===== src/rtl/sine_sweep_ctrl_if.sv =====
// Sweep controller bus: configuration, control strobes and tone/status outputs.
interface sine_sweep_ctrl_if #(
  parameter int unsigned PHASE_W = 24,
  parameter int unsigned STEP_W  = 8,
  parameter int unsigned CNT_W   = 16
);
  logic               start;
  logic               abort;
  logic               sample_en;
  logic [PHASE_W-1:0] fcw_start;
  logic [PHASE_W-1:0] fcw_step;
  logic [STEP_W-1:0]  num_steps;
  logic [CNT_W-1:0]   settle_cycles;
  logic [CNT_W-1:0]   capture_cycles;
  logic [PHASE_W-1:0] phase_out;
  logic [PHASE_W-1:0] fcw_out;
  logic               tone_en;
  logic               capture_valid;
  logic [STEP_W-1:0]  step_idx;
  logic               step_done;
  logic               busy;
  logic               done;

  // Stimulus side: drives control/configuration, observes status.
  modport master (
    output start, abort, sample_en, fcw_start, fcw_step, num_steps,
           settle_cycles, capture_cycles,
    input  phase_out, fcw_out, tone_en, capture_valid, step_idx,
           step_done, busy, done
  );

  // Controller side.
  modport slave (
    input  start, abort, sample_en, fcw_start, fcw_step, num_steps,
           settle_cycles, capture_cycles,
    output phase_out, fcw_out, tone_en, capture_valid, step_idx,
           step_done, busy, done
  );
endinterface


===== src/rtl/sine_sweep_ctrl.sv =====
// Frequency-sweep scheduler: phase accumulator plus settle/capture step sequencing.
// Optional build macro SWEEP_PHASE_RESET_EN: restart phase at 0 on every new step.
module sine_sweep_ctrl #(
  parameter int unsigned PHASE_W = 24,
  parameter int unsigned STEP_W  = 8,
  parameter int unsigned CNT_W   = 16
) (
  input  logic              clk,
  input  logic              reset_n,
  sine_sweep_ctrl_if.slave  bus
);

  typedef enum logic [2:0] {
    S_IDLE    = 3'd0,
    S_SETTLE  = 3'd1,
    S_CAPTURE = 3'd2,
    S_NEXT    = 3'd3,
    S_DONE    = 3'd4
  } state_t;

  state_t             r_state, w_state;
  logic [PHASE_W-1:0] r_phase, w_phase;
  logic [PHASE_W-1:0] r_fcw, w_fcw;
  logic [PHASE_W-1:0] r_fcw_step, w_fcw_step;
  logic [STEP_W-1:0]  r_last_step, w_last_step;
  logic [CNT_W-1:0]   r_settle, w_settle;
  logic [CNT_W-1:0]   r_capture, w_capture;
  logic [CNT_W-1:0]   r_cnt, w_cnt;
  logic [STEP_W-1:0]  r_step_idx, w_step_idx;
  logic               r_tone, w_tone;
  logic               r_cap_valid, w_cap_valid;
  logic               r_step_done, w_step_done;
  logic               r_busy, w_busy;
  logic               r_done, w_done;

  logic [CNT_W-1:0]   w_cnt_inc;
  logic [PHASE_W-1:0] w_phase_inc;

  assign w_cnt_inc   = r_cnt + CNT_W'(1);
  assign w_phase_inc = r_phase + r_fcw;

  // State register.
  always_ff @(posedge clk or negedge reset_n) begin
    if (!reset_n) r_state <= S_IDLE;
    else          r_state <= w_state;
  end

  // Next-state and next-register values; abort overrides everything outside IDLE.
  always_comb begin
    w_state     = r_state;
    w_phase     = r_phase;
    w_fcw       = r_fcw;
    w_fcw_step  = r_fcw_step;
    w_last_step = r_last_step;
    w_settle    = r_settle;
    w_capture   = r_capture;
    w_cnt       = r_cnt;
    w_step_idx  = r_step_idx;
    w_tone      = r_tone;
    w_cap_valid = 1'b0;
    w_step_done = 1'b0;
    w_busy      = r_busy;
    w_done      = r_done;

    case (r_state)
      S_IDLE: begin
        if (bus.start && !bus.abort) begin
          w_fcw_step  = bus.fcw_step;
          w_last_step = (bus.num_steps == '0) ? '0 : bus.num_steps - STEP_W'(1);
          w_settle    = bus.settle_cycles;
          w_capture   = (bus.capture_cycles == '0) ? CNT_W'(1) : bus.capture_cycles;
          w_fcw       = bus.fcw_start;
          w_step_idx  = '0;
          w_phase     = '0;
          w_cnt       = '0;
          w_done      = 1'b0;
          w_busy      = 1'b1;
          w_tone      = 1'b1;
          w_state     = (bus.settle_cycles == '0) ? S_CAPTURE : S_SETTLE;
        end
      end
      S_SETTLE: begin
        if (bus.sample_en) begin
          w_phase = w_phase_inc;
          if (w_cnt_inc == r_settle) begin
            w_cnt   = '0;
            w_state = S_CAPTURE;
          end else begin
            w_cnt   = w_cnt_inc;
          end
        end
      end
      S_CAPTURE: begin
        if (bus.sample_en) begin
          w_phase     = w_phase_inc;
          w_cap_valid = 1'b1;
          if (w_cnt_inc == r_capture) begin
            w_cnt       = '0;
            w_tone      = 1'b0;
            w_step_done = 1'b1;
            w_state     = S_NEXT;
          end else begin
            w_cnt       = w_cnt_inc;
          end
        end
      end
      S_NEXT: begin
        if (r_step_idx == r_last_step) begin
          w_state    = S_DONE;
        end else begin
          w_step_idx = r_step_idx + STEP_W'(1);
          w_fcw      = r_fcw + r_fcw_step;
          w_tone     = 1'b1;
`ifdef SWEEP_PHASE_RESET_EN
          w_phase    = '0;
`else
          w_phase    = r_phase;
`endif
          w_state    = (r_settle == '0) ? S_CAPTURE : S_SETTLE;
        end
      end
      S_DONE: begin
        w_busy  = 1'b0;
        w_done  = 1'b1;
        w_state = S_IDLE;
      end
      default: w_state = S_IDLE;
    endcase

    if (bus.abort && (r_state != S_IDLE)) begin
      w_state     = S_IDLE;
      w_phase     = r_phase;
      w_fcw       = r_fcw;
      w_step_idx  = r_step_idx;
      w_cnt       = '0;
      w_tone      = 1'b0;
      w_cap_valid = 1'b0;
      w_step_done = 1'b0;
      w_busy      = 1'b0;
      w_done      = 1'b0;
    end
  end

  // Datapath and output registers.
  always_ff @(posedge clk or negedge reset_n) begin
    if (!reset_n) begin
      r_phase     <= '0;
      r_fcw       <= '0;
      r_fcw_step  <= '0;
      r_last_step <= '0;
      r_settle    <= '0;
      r_capture   <= '0;
      r_cnt       <= '0;
      r_step_idx  <= '0;
      r_tone      <= 1'b0;
      r_cap_valid <= 1'b0;
      r_step_done <= 1'b0;
      r_busy      <= 1'b0;
      r_done      <= 1'b0;
    end else begin
      r_phase     <= w_phase;
      r_fcw       <= w_fcw;
      r_fcw_step  <= w_fcw_step;
      r_last_step <= w_last_step;
      r_settle    <= w_settle;
      r_capture   <= w_capture;
      r_cnt       <= w_cnt;
      r_step_idx  <= w_step_idx;
      r_tone      <= w_tone;
      r_cap_valid <= w_cap_valid;
      r_step_done <= w_step_done;
      r_busy      <= w_busy;
      r_done      <= w_done;
    end
  end

  assign bus.phase_out     = r_phase;
  assign bus.fcw_out       = r_fcw;
  assign bus.tone_en       = r_tone;
  assign bus.capture_valid = r_cap_valid;
  assign bus.step_idx      = r_step_idx;
  assign bus.step_done     = r_step_done;
  assign bus.busy          = r_busy;
  assign bus.done          = r_done;

endmodule


===== src/flat_wrapper.sv =====
// flat-port wrapper written by rule: the top's interface ports become plain ports
module sine_sweep_ctrl_flat 
#(
  parameter int unsigned PHASE_W = 24,
  parameter int unsigned STEP_W  = 8,
  parameter int unsigned CNT_W   = 16
)
  (clk, reset_n, bus_start, bus_abort, bus_sample_en, bus_fcw_start, bus_fcw_step, bus_num_steps, bus_settle_cycles, bus_capture_cycles, bus_phase_out, bus_fcw_out, bus_tone_en, bus_capture_valid, bus_step_idx, bus_step_done, bus_busy, bus_done);
  sine_sweep_ctrl_if #(.PHASE_W(PHASE_W), .STEP_W(STEP_W), .CNT_W(CNT_W)) bus_i ();
  input  logic clk;
  input  logic reset_n;
  input wire logic [$bits(bus_i.start)-1:0] bus_start;
  input wire logic [$bits(bus_i.abort)-1:0] bus_abort;
  input wire logic [$bits(bus_i.sample_en)-1:0] bus_sample_en;
  input wire logic [$bits(bus_i.fcw_start)-1:0] bus_fcw_start;
  input wire logic [$bits(bus_i.fcw_step)-1:0] bus_fcw_step;
  input wire logic [$bits(bus_i.num_steps)-1:0] bus_num_steps;
  input wire logic [$bits(bus_i.settle_cycles)-1:0] bus_settle_cycles;
  input wire logic [$bits(bus_i.capture_cycles)-1:0] bus_capture_cycles;
  output wire logic [$bits(bus_i.phase_out)-1:0] bus_phase_out;
  output wire logic [$bits(bus_i.fcw_out)-1:0] bus_fcw_out;
  output wire logic [$bits(bus_i.tone_en)-1:0] bus_tone_en;
  output wire logic [$bits(bus_i.capture_valid)-1:0] bus_capture_valid;
  output wire logic [$bits(bus_i.step_idx)-1:0] bus_step_idx;
  output wire logic [$bits(bus_i.step_done)-1:0] bus_step_done;
  output wire logic [$bits(bus_i.busy)-1:0] bus_busy;
  output wire logic [$bits(bus_i.done)-1:0] bus_done;
  assign bus_i.start = bus_start;
  assign bus_i.abort = bus_abort;
  assign bus_i.sample_en = bus_sample_en;
  assign bus_i.fcw_start = bus_fcw_start;
  assign bus_i.fcw_step = bus_fcw_step;
  assign bus_i.num_steps = bus_num_steps;
  assign bus_i.settle_cycles = bus_settle_cycles;
  assign bus_i.capture_cycles = bus_capture_cycles;
  assign bus_phase_out = bus_i.phase_out;
  assign bus_fcw_out = bus_i.fcw_out;
  assign bus_tone_en = bus_i.tone_en;
  assign bus_capture_valid = bus_i.capture_valid;
  assign bus_step_idx = bus_i.step_idx;
  assign bus_step_done = bus_i.step_done;
  assign bus_busy = bus_i.busy;
  assign bus_done = bus_i.done;
  sine_sweep_ctrl #(.PHASE_W(PHASE_W), .STEP_W(STEP_W), .CNT_W(CNT_W)) u_core (.clk(clk), .reset_n(reset_n), .bus(bus_i));
endmodule

===== config.mk =====
export PLATFORM = sky130hd
export DESIGN_NAME = sine_sweep_ctrl_flat
export DESIGN_NICKNAME = d
export VERILOG_FILES = /design/src/rtl/sine_sweep_ctrl_if.sv /design/src/rtl/sine_sweep_ctrl.sv /design/src/flat_wrapper.sv
export SDC_FILE = /design/constraint.sdc
export NUM_CORES = 1
export LEC_CHECK = 0
export CAP_MARGIN = 20
export CORE_MARGIN = 3
export CORE_UTILIZATION = 50
export CTS_CLUSTER_SIZE = 24
export DETAILED_ROUTE_END_ITERATION = 7
export PLACE_DENSITY = 0.75
export SLEW_MARGIN = 30
export SYNTH_ARGS = -nofsm -noshare
export SYNTH_HDL_FRONTEND = slang
export SYNTH_SLANG_ARGS = --single-unit

===== constraint.sdc =====
create_clock -name clk -period 3.7 [get_ports clk]
set_clock_uncertainty 0.2 [all_clocks]
set_input_delay 0.925 -clock clk [delete_from_list [all_inputs] [get_ports clk]]
set_output_delay 0.925 -clock clk [all_outputs]
set_load 0.005 [all_outputs]

## Word level (Yosys, flattened, before mapping)

Cells that the tools add are included.

| word-level totals | value |
|---|---|
| bits in registers | 144 |
| word-level logic and storage cells | 104 |

| cells by class | value |
|---|---|
| add/subtract/negate cells | 5 |
| equal/unequal tests | 16 |
| multiplexer cells | 46 |
| bitwise operators | 1 |
| reduce and logical (&&, ||, !) cells | 22 |

Operator list:

| kind | number |
|---|---|
| $mux W16 | 7 |
| $mux W24 | 4 |
| $pmux W24 S2 | 2 |
| $add A24 B24 Y24 | 2 |
| $logic_not A16 Y1 | 3 |
| $pmux W16 S3 | 1 |
| $eq A16 B16 Y1 | 2 |
| $mux W8 | 3 |
| $mux W3 | 7 |
| $add A16 B1 Y16 const B | 1 |
| $pmux W8 S2 | 1 |
| $mux W1 | 15 |
| $pmux W3 S4 | 1 |
| $reduce_and A4 Y1 | 3 |
| $reduce_and A5 Y1 | 2 |
| $ne A3 B1 Y1 const B | 3 |
| $add A8 B1 Y8 const B | 1 |
| $eq A8 B8 Y1 | 1 |
| $logic_not A8 Y1 | 1 |
| $reduce_bool A4 Y1 | 2 |
| $sub A8 B1 Y8 const B | 1 |
| $eq A3 B2 Y1 const B | 2 |
| $ne A3 B2 Y1 const B | 2 |
| $reduce_bool A3 Y1 | 2 |
| 15 further kinds | 21 |

## Longest topological paths before layout

| depth | value |
|---|---|
| depth in word-level cells | 6 |
| depth in mapped cells | 12 |
| gate-level depth less buffers | 11 |

## Least setup slack after synthesis

Ideal clock, no wire load.

| timing path | value |
|---|---|
| path type | register to register |
| start | register u_core.r_cnt[0] |
| end | register u_core.r_tone (netlist: u_core.bus.tone_en) |
| setup time | 0.126 ns |
| arrival | 2.791 ns |
| required time | 3.374 ns |
| slack | 0.583 ns |
| cell stages (with the launch flop) | 11 |
| path buffers | 0 |
| cell sequence | dfrtp_1 -> ha_1 -> nand3_2 -> nor3_1 -> xor2_1 -> xnor2_1 -> o2111ai_1 -> or4_1 -> or4_1 -> nor4_1 -> nor2_1 |

| on the way | value |
|---|---|
| longest elaborated chain between the ends | 4 |

RTL lines:

| element | line | text |
|---|---|---|
| start: declaration | sine_sweep_ctrl.sv:28 | `logic [CNT_W-1:0] r_cnt, w_cnt;` |
| start signal: assignment | sine_sweep_ctrl.sv:167 | `r_cnt <= w_cnt;` |
| $add A16 B1 Y16 | sine_sweep_ctrl.sv:39 | `assign w_cnt_inc = r_cnt + CNT_W'(1);` |
| $eq A16 B16 Y1 | sine_sweep_ctrl.sv:97 | `if (w_cnt_inc == r_capture) begin` |
| $ne A3 B1 Y1 (no line) | - |  |
| $reduce_and A5 Y1 (no line) | - |  |
| end signal: assignment | sine_sweep_ctrl.sv:169 | `r_tone <= w_tone;` |
| end: declaration | sine_sweep_ctrl.sv:30 | `logic r_tone, w_tone;` |

No other way between the ends.
A chain may end at the register's enable or synchronous reset.

## Worst setup path after layout

| timing path | value |
|---|---|
| start | register u_core.r_cnt[0] |
| end | register u_core.r_cnt[4] |

| on the way | value |
|---|---|
| longest elaborated chain between the ends | 6 |
| elaborated cells between the ends (all ways) | 9 |

RTL lines:

| element | line | text |
|---|---|---|
| $add A16 B1 Y16 (*) | sine_sweep_ctrl.sv:39 |  |
| $eq A16 B16 Y1 (on tied branches) | sine_sweep_ctrl.sv:97, sine_sweep_ctrl.sv:85 |  |
| $mux W16 (on tied branches) | sine_sweep_ctrl.sv:97, sine_sweep_ctrl.sv:85 |  |
| $mux W16 (on tied branches) | sine_sweep_ctrl.sv:94, sine_sweep_ctrl.sv:83 |  |
| $pmux W16 S3 (*) | sine_sweep_ctrl.sv:65 | `case (r_state)` |
| $mux W16 (*) | sine_sweep_ctrl.sv:130 | `if (bus.abort && (r_state != S_IDLE)) begin` |

Mark *: on every way between the ends. The rest lies on a longest branch, timed or not. The select of a mux whose other input is x is not followed.

==> impl_metrics.json <==
{
  "status": "finished, final reports clean",
  "power_switching_share_pct": 42.6,
  "synth_compound_gate_area_share_pct": 17.9,
  "slew_hr_pct": 39.9,
  "synth.area.top_cells": "dfrtp_1 38%, nand2_1 10%, ha_1 6.5%, xnor2_1 5.5%, o21ai_0 3.6%",
  "r2r-start": "u_core.r_cnt[0]",
  "report.final.setup_viol": 0,
  "main_combinational_cell_family_by_area_after_synthesis": "simple AND/OR/NAND/NOR gates",
  "buffers_inserted_during_post_cts_setup_optimization": 0,
  "dominantRegCellSynth": "dfrtp_1",
  "fmaxAchievable_mhz": 286,
  "drive_gt1_share_pct": 6.24,
  "power.ir.vdd_worst_mv": 0.481,
  "synth_cell_type_count": 74,
  "clk_pin_slew_worst_paths_ns": 0.06,
  "timing.critical_path.fanout_max": 23,
  "wl_per_cell_um": 18.2,
  "postSynthCellCount": 1093,
  "cts_tree": "yes",
  "synth_seq_cells": 144,
  "global_route.usage.total_pct": 26.0,
  "timing.final.crit_share_pct": 94.6,
  "antenna_violating_nets_post_route": 0,
  "final_hold_slack_ns": 0.223,
  "cts_sinks": 144,
  "cp_endpoint": "u_core.r_cnt[4]",
  "grt_max_degree": 70,
  "design.core.area_mm2": 0.0183,
  "clkPwrFrac_pct": 17.3,
  "initialDrtViolationCount": 721,
  "max_stage_delay_ns": 0.57,
  "synth-xor-area-share_pct": 10.0,
  "p_leak_nw": 5.37,
  "area.growth.synth_to_final_pct": 25.1,
  "insertion_delay_ns": 0.43,
  "hold_violations": 0,
  "floorplan.die.height_um": 143,
  "ys_seq_area_share_pct": 38.2,
  "synth_simple_gate_area_share_pct": 23.0,
  "finalWorstPathRequiredPeriod_ns": 3.50,
  "cts-htree-levels": 4,
  "antenna-diode-count": 0,
  "design.portCount": 154,
  "routed_via_density": 5.88,
  "r2r_cell_count": 10,
  "pre_cts_slack_ns": 0.247,
  "post_cts_hold_buffer_count": 0,
  "cp_data_required_time_ns": 3.79,
  "crit_type": "reg2reg",
  "synth.net_count": 1237,
  "power_density_mw_per_mm2": 834,
  "critical_path.reg2reg.endpoint": "u_core.r_cnt[4]",
  "postLayoutSetupSlackWorst_ns": 0.199,
  "gpl.final_weighted_congestion": 0.953,
  "yosys-mux-area-fraction_pct": 0.863,
  "post_synth_instance_area_mm2": 0.00943,
  "die_width_um": 143,
  "finalNetCount": 1381,
  "power.sequential.fraction_pct": 30.8,
  "via_count_of_the_first_global_routing_pass": 8227,
  "grt_setup_unrepaired": "no",
  "cp_slowest_cell": "or4b_4",
  "number_of_port_buffers": 153,
  "synth_async_sr_flop_share_pct": 100,
  "min-delay-path-class": "in2async",
  "post_synth.cell_area_avg_um2": 8.63,
  "drtPass1Iterations": 8,
  "timing.critical_path.from": "u_core.r_cnt[0]",
  "critPathArrivalTime_ns": 3.59,
  "cp_cell_sequence": "ha_1 > nand3_2 > nor4_2 > xnor2_1 > o21ai_0 > or4b_4 > o21ai_4 > a21oi_4 > a21oi_1 > a31oi_1",
  "clock_root_buffer": "clkbuf_16",
  "cell_taking_the_most_area_after_synthesis": "dfrtp_1",
  "synth_adder_area_share_pct": 6.93,
  "via_count": 8697,
  "max-clock-path-buffers": 2,
  "ff2ff_setup_slack_ns": 0.20,
  "grt_overflow": 0,
  "setup_total_negative_slack_ns": 0,
  "detail_route.drc_violations": 0,
  "synth.top_cell.area_share_pct": 38.2,
  "setup.worst_path.end_class": "register",
  "cp-start-kind": "register",
  "timing.max_cap.violations": 0,
  "power.combinational.fraction_pct": 51.9,
  "effective_utilization_at_floorplan_pct": 51.6,
  "report.final.slew_viol_count": 0,
  "post-dp-hpwl_um": 20100,
  "numCtsBuffers": 17,
  "placement_rows": 49,
  "design.die.area_mm2": 0.0205,
  "actual_transition_at_the_worst_max_transition_pin_ns": 0.899,
  "synth_edf_count": 0,
  "grt_pass1_wl_um": 42200,
  "netsw_mw": 4.19,
  "internal-power_mw": 5.65,
  "detail_route.wirelength_um": 26900,
  "grt_antenna_before_repair": 0,
  "ys_warn_count": 0
}
==> worst min-delay path by stage <==
stage,startpoint,endpoint,slack (ns),cells past startpoint
after floorplan,u_core.r_fcw_step[0],u_core.r_fcw_step[0],0.25,2
after global placement,u_core.r_fcw_step[21],u_core.r_fcw_step[21],0.27,2
after detailed placement,u_core.r_fcw_step[21],u_core.r_fcw_step[21],0.27,2
after CTS,reset_n,u_core.bus.phase_out[10],0.24,1
after global routing,reset_n,u_core.bus.phase_out[9],0.25,1
final,reset_n,u_core.bus.phase_out[10],0.22,1
==> area by class of cell <==
type,instances,area (µm²)
tap,229,287
sequential,144,3600
multi-input combinational,881,5560
clock buffer,19,433
fill,1560,6470
timing repair buffer,175,1710
clock inverter,13,138
inverter,18,67.6
==> repair_timing <==
action / CTS / global route
resized for setup: 0 / 1
endpoints found under the setup margin: 0 / 18
hold endpoints to repair: 0 / 0
==> logic make-up after synthesis <==
kind of cell / Yosys count
AND/OR/NAND/NOR: 464
AO/OA/AOI/OAI: 258
flip-flops: 144
XOR/XNOR: 100
buffers and inverters: 68
adder cells (fa/ha/maj): 51
multiplexers: 8
==> cells in the mapped netlist, types with 4 or more instances <==
| master | instances |
|---|---|
| nand2_1 | 252 |
| and3_1 | 19 |
| nor3_1 | 14 |
| a21oi_1 | 65 |
| xnor2_1 | 59 |
| o21a_1 | 7 |
| a22o_1 | 20 |
| xor2_1 | 36 |
| a211oi_1 | 16 |
| o31ai_1 | 4 |
| ha_1 | 49 |
| and4_1 | 6 |
| inv_1 | 18 |
| mux2i_1 | 7 |
| a21o_1 | 19 |
| clkbuf_1 | 38 |
| buf_2 | 8 |
| nand2b_1 | 11 |
| and2_1 | 4 |
| o21ai_0 | 67 |
| nor2_1 | 68 |
| dfrtp_1 | 144 |
| nand3_1 | 23 |
| nor4_1 | 17 |
| o211ai_1 | 12 |
| or3_1 | 6 |
| nand4_1 | 15 |
| a31oi_1 | 12 |
| nor2b_1 | 6 |
| xnor3_1 | 4 |
==> stage by stage <==
stage / instances / utilization, % / power, mW / cell area [µm²]
6_report: 1479 / 64.6 / 9.83 / 11800
5_1_grt: 1479 / 64.6 / 10.6 / 11800
4_1_cts: 1479 / 64.5 / 9.80 / 11800
3_5_place_dp: 1447 / 61.4 / 8.05 / 11200
3_3_place_gp: 1447 / 61.4 / 7.89 / 11200
2_1_floorplan: 1093 / - / 6.38 / 9430
==> flip-flops by register name (all words and copies together) (netlist names), 3 cells and up <==
register	count
u_core.bus.step_idx	8
u_core.bus.phase_out	24
u_core.r_capture	16
u_core.bus.fcw_out	24
u_core.r_state	3
u_core.r_cnt	16
u_core.r_fcw_step	24
u_core.r_settle	16
u_core.r_last_step	8
==> routing by layer <==
layer	global-route usage, %	part of all wire (%)	wire, µm
met1	38.2	46	12500
met2	38.8	44	11900
met3	5.52	7.2	1940
met4	7.63	2.0	536
met5	0	0	0
==> layout by cell type, fill, tap and decap left out, types with 17 or more instances in the layout <==
| cell type | count |
|---|---|
| nor2_1 | 68 |
| nand3_1 | 22 |
| inv_1 | 18 |
| nand2_1 | 252 |
| xor2_1 | 36 |
| buf_4 | 21 |
| clkdlybuf4s50_1 | 152 |
| a21oi_1 | 65 |
| and3_1 | 18 |
| a22o_1 | 20 |
| xnor2_1 | 59 |
| clkbuf_16 | 17 |
| ha_1 | 49 |
| a21o_1 | 19 |
| dfrtp_1 | 144 |
| o21ai_0 | 67 |
==> critical path, delay by kind of cell, from the launching register on <==
| family | cells | cell delay [ns] |
|---|---|---|
| flops | 1 | 0.50 |
| simple gates | 3 | 1.33 |
| compound gates | 5 | 0.90 |
| xor+xnor | 1 | 0.18 |
| fa+ha+maj | 1 | 0.24 |
==> power by group through the flow <==
stage	Clock [mW]	Sequential [mW]	Combinational, mW
floorplan	0	2.70	3.68
finish	1.70	3.02	5.11
detailed placement	0	3.02	5.03
global placement	0	3.00	4.89
global route	1.78	3.09	5.70
CTS	1.72	3.00	5.08
No activity file was read; power rests on OpenSTA's default activity.
